===== src/rtl/mem_port_arbiter.sv =====
// Shares one 32-bit memory port between instruction fetch and load/store.
// Round-robin on simultaneous requests, timeout abort of hung accesses.
module mem_port_arbiter #(
  parameter int TIMEOUT = 255
) (
  input  logic        clk,
  input  logic        rst_n,
  input  logic        i_req,
  input  logic [31:0] i_addr,
  output logic [31:0] i_rdata,
  output logic        i_done,
  input  logic        d_req,
  input  logic        d_we,
  input  logic [31:0] d_addr,
  input  logic [31:0] d_wdata,
  output logic [31:0] d_rdata,
  output logic        d_done,
  output logic        mem_en,
  output logic        mem_we,
  output logic [31:0] mem_addr,
  output logic [31:0] mem_wdata,
  input  logic [31:0] mem_rdata,
  input  logic        mem_ready,
  output logic        sel,
  output logic        busy,
  output logic        timeout_err
);

  localparam int CNT_W = $clog2(TIMEOUT + 1);

  typedef enum logic [1:0] {
    IDLE = 2'd0,
    BUSY = 2'd1,
    DONE = 2'd2
  } state_t;

  state_t             state;
  logic               owner_i;
  logic               last_i;
  logic [CNT_W-1:0]   wait_cnt;
  logic               grant_i;
  logic               grant_d;

  function automatic logic [CNT_W-1:0] cnt_sat_inc(input logic [CNT_W-1:0] c);
    return (c == CNT_W'(TIMEOUT)) ? c : c + CNT_W'(1);
  endfunction

  // On a tie the requester not served last wins.
  always_comb begin
    grant_i = i_req & (~d_req | ~last_i);
    grant_d = d_req & ~grant_i;
  end

  always_ff @(posedge clk) begin
    if (!rst_n) begin
      state       <= IDLE;
      owner_i     <= 1'b0;
      last_i      <= 1'b0;
      wait_cnt    <= '0;
      sel         <= 1'b0;
      i_rdata     <= '0;
      d_rdata     <= '0;
      i_done      <= 1'b0;
      d_done      <= 1'b0;
      mem_en      <= 1'b0;
      mem_we      <= 1'b0;
      mem_addr    <= '0;
      mem_wdata   <= '0;
      busy        <= 1'b0;
      timeout_err <= 1'b0;
    end else begin
      case (state)
        IDLE: begin
          if (grant_i || grant_d) begin
            state    <= BUSY;
            busy     <= 1'b1;
            mem_en   <= 1'b1;
            wait_cnt <= '0;
            owner_i  <= grant_i;
            sel      <= grant_i;
            last_i   <= grant_i;
            if (grant_i) begin
              mem_addr  <= i_addr;
              mem_we    <= 1'b0;
              mem_wdata <= '0;
            end else begin
              mem_addr  <= d_addr;
              mem_we    <= d_we;
              mem_wdata <= d_wdata;
            end
          end
        end

        BUSY: begin
          if (mem_ready || (wait_cnt == CNT_W'(TIMEOUT - 1))) begin
            if (mem_ready) begin
              if (owner_i)      i_rdata <= mem_rdata;
              else if (!mem_we) d_rdata <= mem_rdata;
            end else begin
              // Abort: owner sees zero data and the sticky error flag.
              timeout_err <= 1'b1;
              if (owner_i) i_rdata <= '0;
              else         d_rdata <= '0;
              wait_cnt <= cnt_sat_inc(wait_cnt);
            end
            state     <= DONE;
            mem_en    <= 1'b0;
            mem_we    <= 1'b0;
            mem_addr  <= '0;
            mem_wdata <= '0;
            i_done    <= owner_i;
            d_done    <= ~owner_i;
          end else begin
            wait_cnt <= cnt_sat_inc(wait_cnt);
          end
        end

        DONE: begin
          state  <= IDLE;
          busy   <= 1'b0;
          i_done <= 1'b0;
          d_done <= 1'b0;
        end

        default: state <= IDLE;
      endcase
    end
  end

endmodule


===== config.mk =====
export PLATFORM = sky130hd
export DESIGN_NAME = mem_port_arbiter
export DESIGN_NICKNAME = d
export VERILOG_FILES = /design/src/rtl/mem_port_arbiter.sv
export SDC_FILE = /design/constraint.sdc
export NUM_CORES = 1
export LEC_CHECK = 0
export ABC_AREA = 1
export BUFFER_PORTS_ARGS = -buffer_cell sky130_fd_sc_hd__buf_2
export CAP_MARGIN = 20
export CELL_PAD_IN_SITES_DETAIL_PLACEMENT = 0
export CELL_PAD_IN_SITES_GLOBAL_PLACEMENT = 1
export CORE_ASPECT_RATIO = 0.9
export CORE_MARGIN = 1
export CORE_UTILIZATION = 36
export DETAILED_ROUTE_END_ITERATION = 16
export GPL_TIMING_DRIVEN = 0
export PLACE_DENSITY = 0.95
export SYNTH_ARGS = -nofsm -noshare
export SYNTH_HDL_FRONTEND = slang
export SYNTH_SLANG_ARGS = --single-unit

===== constraint.sdc =====
create_clock -name clk -period 3.72 [get_ports clk]
set_input_delay 0.744 -clock clk [delete_from_list [all_inputs] [get_ports clk]]
set_output_delay 0.744 -clock clk [all_outputs]
set_load 0.02 [all_outputs]

==> out/results.ini <==
[synthesis]
synth_ff_type=dfxtp_1
syn_inst=942
syn_avg_cell_area_um2=6.95
yosys.area.top_type=dfxtp_1
async_flop_share=0
synth-seq-area-share=0.443
synth_top_family_by_area=simple AND/OR/NAND/NOR gates
synth_cell_types=29
synthTopCellsByArea=dfxtp_1, nand2_1, inv_1
synth_xor_area_frac=0
synth_mux_area_frac=0
synthAdderAreaFrac=0.00382
synth_simple_gate_area_share=0.317
synth_compound_area_frac=0.104
yosys_warnings=0
synth_area_um2=6550
synth_top_cell_area_share=0.443
ys_ff_latch=145
syn_nets=1078
synth-edff-count=0

[placement]
dp_hpwl_mm=15.2
port_buffers=266
dp.cells=1448
place.gp.congestion=0.865

[sta]
rsz0062_at_grt=no
clock.fmax_ghz=0.557
fin_crit_sh=0.483
hold_ws_ps=459
min_period_ps=1800
finalSetupViolCount=0
setup-tns-final_ps=0
slew_viol_final=0
worst_pin_slew_ps=618
relSlewSlack=0.588
final_hold_viol_count=0
clock_skew_ps=10.6

[detailed_routing]
wl_per_cell_um=13.8
vias=6668
first_pass_iters=4
dr.first_iter.drc_count=284
viasPerCell=4.50
drc=0
top_layer=met4
ant_nets=0
wl_met2_mm=9.55
wl_mm=20.4
wl_met3_mm=1.47
met1Wirelength_mm=8.88

[layout]
ff_latch_area_um2=2900
finalNonFillerCells=1481
num-nets-final=1363
area_delta_synth_final_pct=34.6
utilization=0.497
layout-drive-gt1-share=0.311
num-fill-cells=1886
multi_input_area_um2=2780

[grt]
first_global_vias=6145
gr-total-overflow=0
grt_pass1_wl_mm=31.4
antenna_found_initial=1
track_usage=0.222
grt_max_degree=17

[pwr]
leakage_nw=4.64
irDropWorstVdd_v=0.000336
powerDensity_nw_per_um2=489

[critical_path]
cp_num_buf_inv=1
cp_data_required_time_ps=2980
worst_setup_path_end_kind=output port
crit_family=flip-flops
crit_fanout=3
path_class=reg2out
slowest_delay_ps=400
slowest_stage=dfxtp_1
crit_arrival_ps=1050
crit_chain=buf_2
crit_path_start_kind=register

[die]
die_w_um=144
ios=269
initial_core_util=0.369
core_um2=17700
row_count=46
die_area_um2=18700
die_h_um=130

[run_status]
status=completed

[clock_tree]
htree_levels=4
cts_resized=0
cts_buffers=17
clkTransAtPathRegs_ps=60
clk_latency_ps=430
clockBufferDepth=2
cts_hold_buf=0
cts-root-buf=clkbuf_16
cts_tree=built
post-cts-setup-buffers=0
cts.sinks=145

[hold_path]
min_path_type=reg2reg

[flow_run]
maxCapViolations=0

final timing paths:
| path | startpoint | endpoint | slack (ps) | depth (start not counted) |
|---|---|---|---|---|
| setup / recovery | mem_we | mem_we | 1920 | 1 |
| hold reg to reg | mem_wdata[14] | mem_wdata[14] | 460 | 2 |
| hold / removal | mem_wdata[14] | mem_wdata[14] | 460 | 2 |
| setup reg to reg | wait_cnt[0] | mem_wdata[31] | 2050 | 11 |
flip-flops by register name (all words and copies together), names as in the netlist:
| register | count |
|---|---|
| i_rdata | 32 |
| last_i | 1 |
| timeout_err | 1 |
| d_rdata | 32 |
| mem_wdata | 32 |
| busy | 1 |
| mem_en | 1 |
| d_done | 1 |
| state | 2 |
| mem_we | 1 |
| mem_addr | 32 |
| i_done | 1 |
| wait_cnt | 8 |
cell usage after synthesis, types with 3 or more instances:
master,count
or2_2,33
nand2_2,6
o21ai_0,3
nand4_1,28
inv_2,3
nand2_1,293
buf_1,5
inv_1,123
dfxtp_1,145
nand3_1,5
o211ai_1,31
a21oi_1,79
clkbuf_1,17
buf_2,16
nor2_1,116
buf_6,17
buf_4,5
worst min-delay path, stage by stage, from the launching register on:
cell	delay [ps]
dfxtp_1	310
nand2_1	60
a21oi_1	50
layout by cell type, fill, tap and decap left out, drive strengths merged:
| cell type | instances |
|---|---|
| ha | 2 |
| bufinv | 3 |
| nand2 | 300 |
| o21a | 1 |
| o21bai | 1 |
| o21ai | 4 |
| nand3 | 7 |
| or2 | 33 |
| nand3b | 1 |
| clkbuf | 36 |
| nand4 | 28 |
| nor2 | 120 |
| o211ai | 31 |
| a31oi | 1 |
| a21oi | 80 |
| diode | 1 |
| nor3 | 2 |
| clkinv | 6 |
| buf | 309 |
| clkinvlp | 1 |
| inv | 129 |
| dfxtp | 145 |
routing by layer:
metal	global-route usage	up-vias
met5	0	-
met4	0.0854	0
met3	0.0642	31
met2	0.374	217
met1	0.268	2950
li1	-	3470
cell type report:
type                    instances  share of cell area
diodes                          1            0.000284
plain buffers                  60              0.0444
clock buffers                  19              0.0514
clock inverters                13              0.0200
inverters                     126              0.0537
multi-input cells             611               0.316
flip-flops and latches        145               0.329
well taps                     240              0.0341
repair buffers                266               0.151
power by group:
| group | internal, mW | switching (mW) |
|---|---|---|
| Combinational | 0.286 | 0.494 |
| Sequential | 1.65 | 0.0513 |
| Clock | 1.10 | 0.725 |
stage by stage:
step | worst slack [ps] | cell area [um2] | total power [mW]
after floorplan | 2020 | 6550 | 2.23
after global placement | 1610 | 8180 | 2.51
after detailed placement | 1550 | 8180 | 2.52
after CTS | 1900 | 8810 | 4.35
after global routing | 1890 | 8810 | 4.50
final | 1920 | 8810 | 4.31
kinds of logic (layout without fill, tap and decap cells):
logic type / Yosys count / after routing
flops: 145 / 145
buf+inv: 186 / 484
simple gates: 491 / 491
fa+ha+maj: 2 / 2
compound gates: 118 / 118
other cells: 0 / 1
(Power assumes the default switching activity.)
